==> config.mk <==
export PLATFORM = sky130hd
export DESIGN_NAME = uart_tx_cfg
export DESIGN_NICKNAME = d
export VERILOG_FILES = /design/src/rtl/uart_tx_cfg.sv
export SDC_FILE = /design/constraint.sdc
export NUM_CORES = 1
export LEC_CHECK = 0
export ABC_AREA = 0
export BUFFER_PORTS_ARGS = -buffer_cell sky130_fd_sc_hd__buf_2
export CORE_AREA = 3 3 80 82
export CTS_CLUSTER_SIZE = 28
export DETAILED_ROUTE_END_ITERATION = 10
export DIE_AREA = 0 0 83 85
export PLACE_DENSITY = 0.77
export SLEW_MARGIN = 20
export SYNTH_ARGS = -nofsm -noshare
export SYNTH_HDL_FRONTEND = slang
export SYNTH_SLANG_ARGS = --single-unit
==> constraint.sdc <==
create_clock -name i_clk -period 4.5 [get_ports i_clk]
set_input_delay 0.45 -clock i_clk [delete_from_list [all_inputs] [get_ports i_clk]]
set_output_delay 0.45 -clock i_clk [all_outputs]
set_load 0.02 [all_outputs]
==> src/rtl/uart_tx_cfg.sv <==
// Parametrised UART transmitter: configurable data width, parity and stop bits,
// a run-time baud divisor, and a one-word holding register for gapless back-to-back frames.
module uart_tx_cfg #(
  parameter int p_DATA_BITS = 8,
  parameter int p_PARITY    = 0,
  parameter int p_STOP_BITS = 1,
  parameter int p_DIV_W     = 16
) (
  input  logic                   i_clk,
  input  logic                   i_rst_n,
  input  logic [p_DIV_W-1:0]     i_div,
  input  logic                   i_dv,
  input  logic [p_DATA_BITS-1:0] i_data,
  output logic                   o_ready,
  output logic                   o_tx,
  output logic                   o_active,
  output logic                   o_done
);

  if (p_DATA_BITS < 5 || p_DATA_BITS > 9) begin : g_bad_data_bits
    $error("uart_tx_cfg: p_DATA_BITS must be 5..9");
  end
  if (p_PARITY < 0 || p_PARITY > 2) begin : g_bad_parity
    $error("uart_tx_cfg: p_PARITY must be 0, 1 or 2");
  end
  if (p_STOP_BITS < 1 || p_STOP_BITS > 2) begin : g_bad_stop_bits
    $error("uart_tx_cfg: p_STOP_BITS must be 1 or 2");
  end

  typedef enum logic [2:0] {
    S_IDLE,
    S_START,
    S_DATA,
    S_PARITY,
    S_STOP
  } state_t;

  localparam int                CNT_W      = 4;
  localparam logic [CNT_W-1:0]  LAST_DATA  = CNT_W'(p_DATA_BITS - 1);
  localparam logic [CNT_W-1:0]  LAST_STOP  = CNT_W'(p_STOP_BITS - 1);
  localparam logic              HAS_PARITY = (p_PARITY != 0);
  localparam logic              ODD_PARITY = (p_PARITY == 2);

  state_t                   state_q,     state_d;
  logic [p_DIV_W-1:0]       clk_cnt_q,   clk_cnt_d;
  logic [p_DIV_W-1:0]       div_q,       div_d;
  logic [CNT_W-1:0]         bit_cnt_q,   bit_cnt_d;
  logic [p_DATA_BITS-1:0]   shreg_q,     shreg_d;
  logic                     par_q,       par_d;
  logic                     tx_q,        tx_d;
  logic                     done_q,      done_d;
  logic                     hold_full_q, hold_full_d;
  logic [p_DATA_BITS-1:0]   hold_data_q, hold_data_d;

  logic bit_end;
  logic last_stop;
  logic load;

  always_comb begin
    // NOTE: every combinational output gets a default first, so no path leaves it unassigned and no latch is inferred.
    state_d     = state_q;
    clk_cnt_d   = clk_cnt_q;
    div_d       = div_q;
    bit_cnt_d   = bit_cnt_q;
    shreg_d     = shreg_q;
    par_d       = par_q;
    tx_d        = tx_q;
    done_d      = 1'b0;
    hold_full_d = hold_full_q;
    hold_data_d = hold_data_q;

    bit_end   = (clk_cnt_q == div_q - p_DIV_W'(1));
    last_stop = (state_q == S_STOP) && bit_end && (bit_cnt_q == LAST_STOP);
    load      = hold_full_q && ((state_q == S_IDLE) || last_stop);

    if (state_q != S_IDLE) begin
      clk_cnt_d = bit_end ? '0 : clk_cnt_q + p_DIV_W'(1);
    end

    if (bit_end) begin
      unique case (state_q)
        S_START: begin
          state_d   = S_DATA;
          bit_cnt_d = '0;
          tx_d      = shreg_q[0];
        end
        S_DATA: begin
          if (bit_cnt_q == LAST_DATA) begin
            bit_cnt_d = '0;
            if (HAS_PARITY) begin
              state_d = S_PARITY;
              tx_d    = par_q;
            end else begin
              state_d = S_STOP;
              tx_d    = 1'b1;
            end
          end else begin
            bit_cnt_d = bit_cnt_q + CNT_W'(1);
            shreg_d   = shreg_q >> 1;
            tx_d      = shreg_q[1];
          end
        end
        S_PARITY: begin
          state_d   = S_STOP;
          bit_cnt_d = '0;
          tx_d      = 1'b1;
        end
        S_STOP: begin
          if (bit_cnt_q == LAST_STOP) begin
            state_d = S_IDLE;
            done_d  = 1'b1;
          end else begin
            bit_cnt_d = bit_cnt_q + CNT_W'(1);
          end
        end
        default: ;
      endcase
    end

    // A pending word overrides the return to idle so the next start bit follows with no gap.
    if (load) begin
      state_d     = S_START;
      clk_cnt_d   = '0;
      bit_cnt_d   = '0;
      div_d       = (i_div == '0) ? p_DIV_W'(1) : i_div;
      shreg_d     = hold_data_q;
      par_d       = (^hold_data_q) ^ ODD_PARITY;
      tx_d        = 1'b0;
      hold_full_d = 1'b0;
    end

    if (i_dv && !hold_full_q) begin
      hold_full_d = 1'b1;
      hold_data_d = i_data;
    end
  end

  // NOTE: sequential state uses non-blocking assignments so every register samples pre-edge values.
  always_ff @(posedge i_clk or negedge i_rst_n) begin
    if (!i_rst_n) begin
      state_q     <= S_IDLE;
      clk_cnt_q   <= '0;
      div_q       <= p_DIV_W'(1);
      bit_cnt_q   <= '0;
      shreg_q     <= '0;
      par_q       <= 1'b0;
      tx_q        <= 1'b1;
      done_q      <= 1'b0;
      hold_full_q <= 1'b0;
      hold_data_q <= '0;
    end else begin
      state_q     <= state_d;
      clk_cnt_q   <= clk_cnt_d;
      div_q       <= div_d;
      bit_cnt_q   <= bit_cnt_d;
      shreg_q     <= shreg_d;
      par_q       <= par_d;
      tx_q        <= tx_d;
      done_q      <= done_d;
      hold_full_q <= hold_full_d;
      hold_data_q <= hold_data_d;
    end
  end

  assign o_ready  = !hold_full_q;
  assign o_tx     = tx_q;
  assign o_active = (state_q != S_IDLE);
  assign o_done   = done_q;

endmodule
==> flow_metrics.tcl <==
set metrics [dict create \
    hpwl_um 4990 \
    grt_max_degree 59 \
    clk_pin_slew_worst_paths_ps 80 \
    setup_violations 0 \
    num_io_pins 31 \
    gp_congestion 0.911 \
    first_global_vias 2525 \
    via_count 2606 \
    hp-class "in2async" \
    synth-seq-cells 58 \
    mostFrequentLayoutCells "dfrtp_1, mux2_2, buf_2, nand2_1, nor2_1" \
    rows 28 \
    cpPeakStageDelay_ps 500 \
    utilization_pct 64.9 \
    drtPass1Iterations 4 \
    finalPower_mw 2.10 \
    p_sw_uw 741 \
    post-route-min-period_ps 3590 \
    syn_area_um2 3330 \
    fp.dieH_um 85 \
    drc 0 \
    pwr-share-clk_pct 26.0 \
    outcome "finished clean" \
    antenna_cells 0 \
    layout-drive-gt1-share_pct 25.1 \
    finalMaxSlewViolations 0 \
    core_um2 5820 \
    drt_first_iter_violations 156 \
    clkSinkCount 58 \
    p_int_mw 1.36 \
    sw_frac_of_total_pct 35.3 \
    endpoint_kind "register" \
    yosysWarningCount 0 \
    max_freq_ghz 0.279 \
    syn_to_final_growth_pct 13.5 \
    cts-root-buf "clkbuf_8" \
    grt_first_pass_wirelength_um 11900 \
    antenna_found_initial 0 \
    clk-insertion-delay-late_ps 340 \
    p_comb_share_pct 30.1 \
    tritoncts "done" \
    cp.arrival_ps 3810 \
    drv_cap 0 \
    final_nets 397 \
    cts_resized 0 \
    cts_buffers 9 \
    synthFlopType "dfrtp_1" \
    wire_per_inst_um 15.7 \
    p_per_area_nw_per_um2 556 \
    htree_levels 3 \
    grt.total_usage_pct 21.0 \
    multiInputGateArea_um2 1770 \
    crit_fanout 27 \
    die-width_um 83 \
    finalClockSkew_ps 10.8 \
    synth_cell_types 58 \
    clockBufferDepth 2 \
    ant_nets 0 \
    grt_setup_unrepaired "false" \
    layout_commonest_cell "dfrtp_1" \
    avgSynthCellArea_um2 9.96 \
    register_area_um2 1450 \
    ir_drop_uv 335 \
    synth_cells 334 \
    synth_async_sr_flop_share_pct 100 \
    start_kind "register" \
    die-area_um2 7060 \
    instances_no_fill 446 \
    hold_violations 0 \
    initial_core_util_pct 57.2 \
    post-place-ws_ps 940 \
    p_leak_nw 1.60 \
    synth_nets 365 \
    pwr-share-seq_pct 43.9 \
    place_area_um2 3550 \
    dpl.cell_count 430 \
    drt-vias-per-instance 5.84 \
    synth-edff-count 0 \
    portBuffers 30 \
    final_area_um2 3780 \
    timing.hold.ws_ps 243 \
    crit_type "reg2reg" \
    post_cts_buffers 0 \
    slowest_stage "or4b_4" \
    setup_ws_ps 913 \
    timing.final.crit_share_pct 79.7 \
    overflow 0 \
    tightest_slew_ps 818 \
    crit_chain "inv_1, ha_1, or4b_4, o21a_1, or2_0, o311ai_1, nand4_1, nor3_1, o21ai_4, buf_4, mux2_2" \
    slew_headroom_pct 44.9 \
    drt-total-wl_um 7010 \
    finalSetupTns_ps 0 \
    ys_seq_area_share_pct 43.7 \
    fillers 504 \
    ctsHoldBuffers 0 \
    critical_path_required_ps 4720 \
]
## worst max-delay path, delay by kind of cell (launching register included)
kind            cells  cell delay, ps
fa+ha+maj           1             200
flops               1             420
mux                 1             270
simple gates        4            1460
compound gates      3             760
buf+inv             2             340
## flip-flops by register name, indices dropped and copies added, names as in the netlist
name	cells
bit_cnt_q	4
shreg_q	8
o_tx	1
clk_cnt_q	16
o_done	1
state_q	3
div_q	16
hold_full_q	1
hold_data_q	8
## metal layers
layer	routed length, µm	GRT usage, %
met5	0	0
met4	102	9.66
met3	364	3.69
met1	3080	27.1
met2	3470	34.5
## area by class of cell
| cell class | count | share of cell area [%] |
|---|---|---|
| Clock inverter | 7 | 2.68 |
| Inverter | 15 | 1.49 |
| Tap cell | 75 | 2.49 |
| Timing Repair Buffer | 33 | 4.57 |
| Sequential cell | 58 | 38.5 |
| Clock buffer | 9 | 3.28 |
| Multi-Input combinational cell | 249 | 47.0 |
## path summary, 6_finish.rpt
| kind | start | endpoint | slack, ps | cells past startpoint |
|---|---|---|---|---|
| worst max-delay path | div_q[1] | div_q[2] | 910 | 11 |
| worst min-delay path | i_rst_n | clk_cnt_q[3] | 240 | 2 |
| worst max register to register | div_q[1] | div_q[2] | 910 | 11 |
| worst min register to register | hold_data_q[4] | shreg_q[4] | 490 | 1 |
| max in group asynchronous | i_rst_n | div_q[3] | 3750 | 2 |
| min in group i_clk | i_data[7] | hold_data_q[7] | 320 | 3 |
## logic make-up after synthesis
group	after synthesis	share of synthesized area (%)
AND/OR/NAND/NOR	130	21.5
flip-flops	58	43.7
AO/OA/AOI/OAI	55	11.3
multiplexers	41	13.7
buffers and inverters	27	3.35
XOR/XNOR	19	5.00
adder cells (fa/ha/maj)	4	1.50
## cells in the mapped netlist (8+ instances only)
library cell | n | area share [%]
inv_1 | 15 | 1.7
nor2_1 | 19 | 2.1
nor3_1 | 14 | 2.1
xor2_1 | 8 | 2.1
xnor2_1 | 11 | 2.9
clkbuf_1 | 9 | 1.0
and2_1 | 10 | 1.9
nand2_1 | 24 | 2.7
o21ai_0 | 13 | 2.0
nand3_1 | 12 | 1.8
dfrtp_1 | 56 | 42
mux2_2 | 37 | 13
## power groups by stage
| stage | Clock [mW] | Sequential (mW) | Combinational, mW |
|---|---|---|---|
| 3_3_place_gp | 0 | 0.913 | 0.602 |
| 6_report | 0.545 | 0.921 | 0.633 |
| 4_1_cts | 0.555 | 0.919 | 0.635 |
| 3_5_place_dp | 0 | 0.928 | 0.628 |
| 2_1_floorplan | 0 | 0.823 | 0.564 |
| 5_1_grt | 0.578 | 0.954 | 0.709 |
Note: power is estimated with default switching activity, not from simulation.
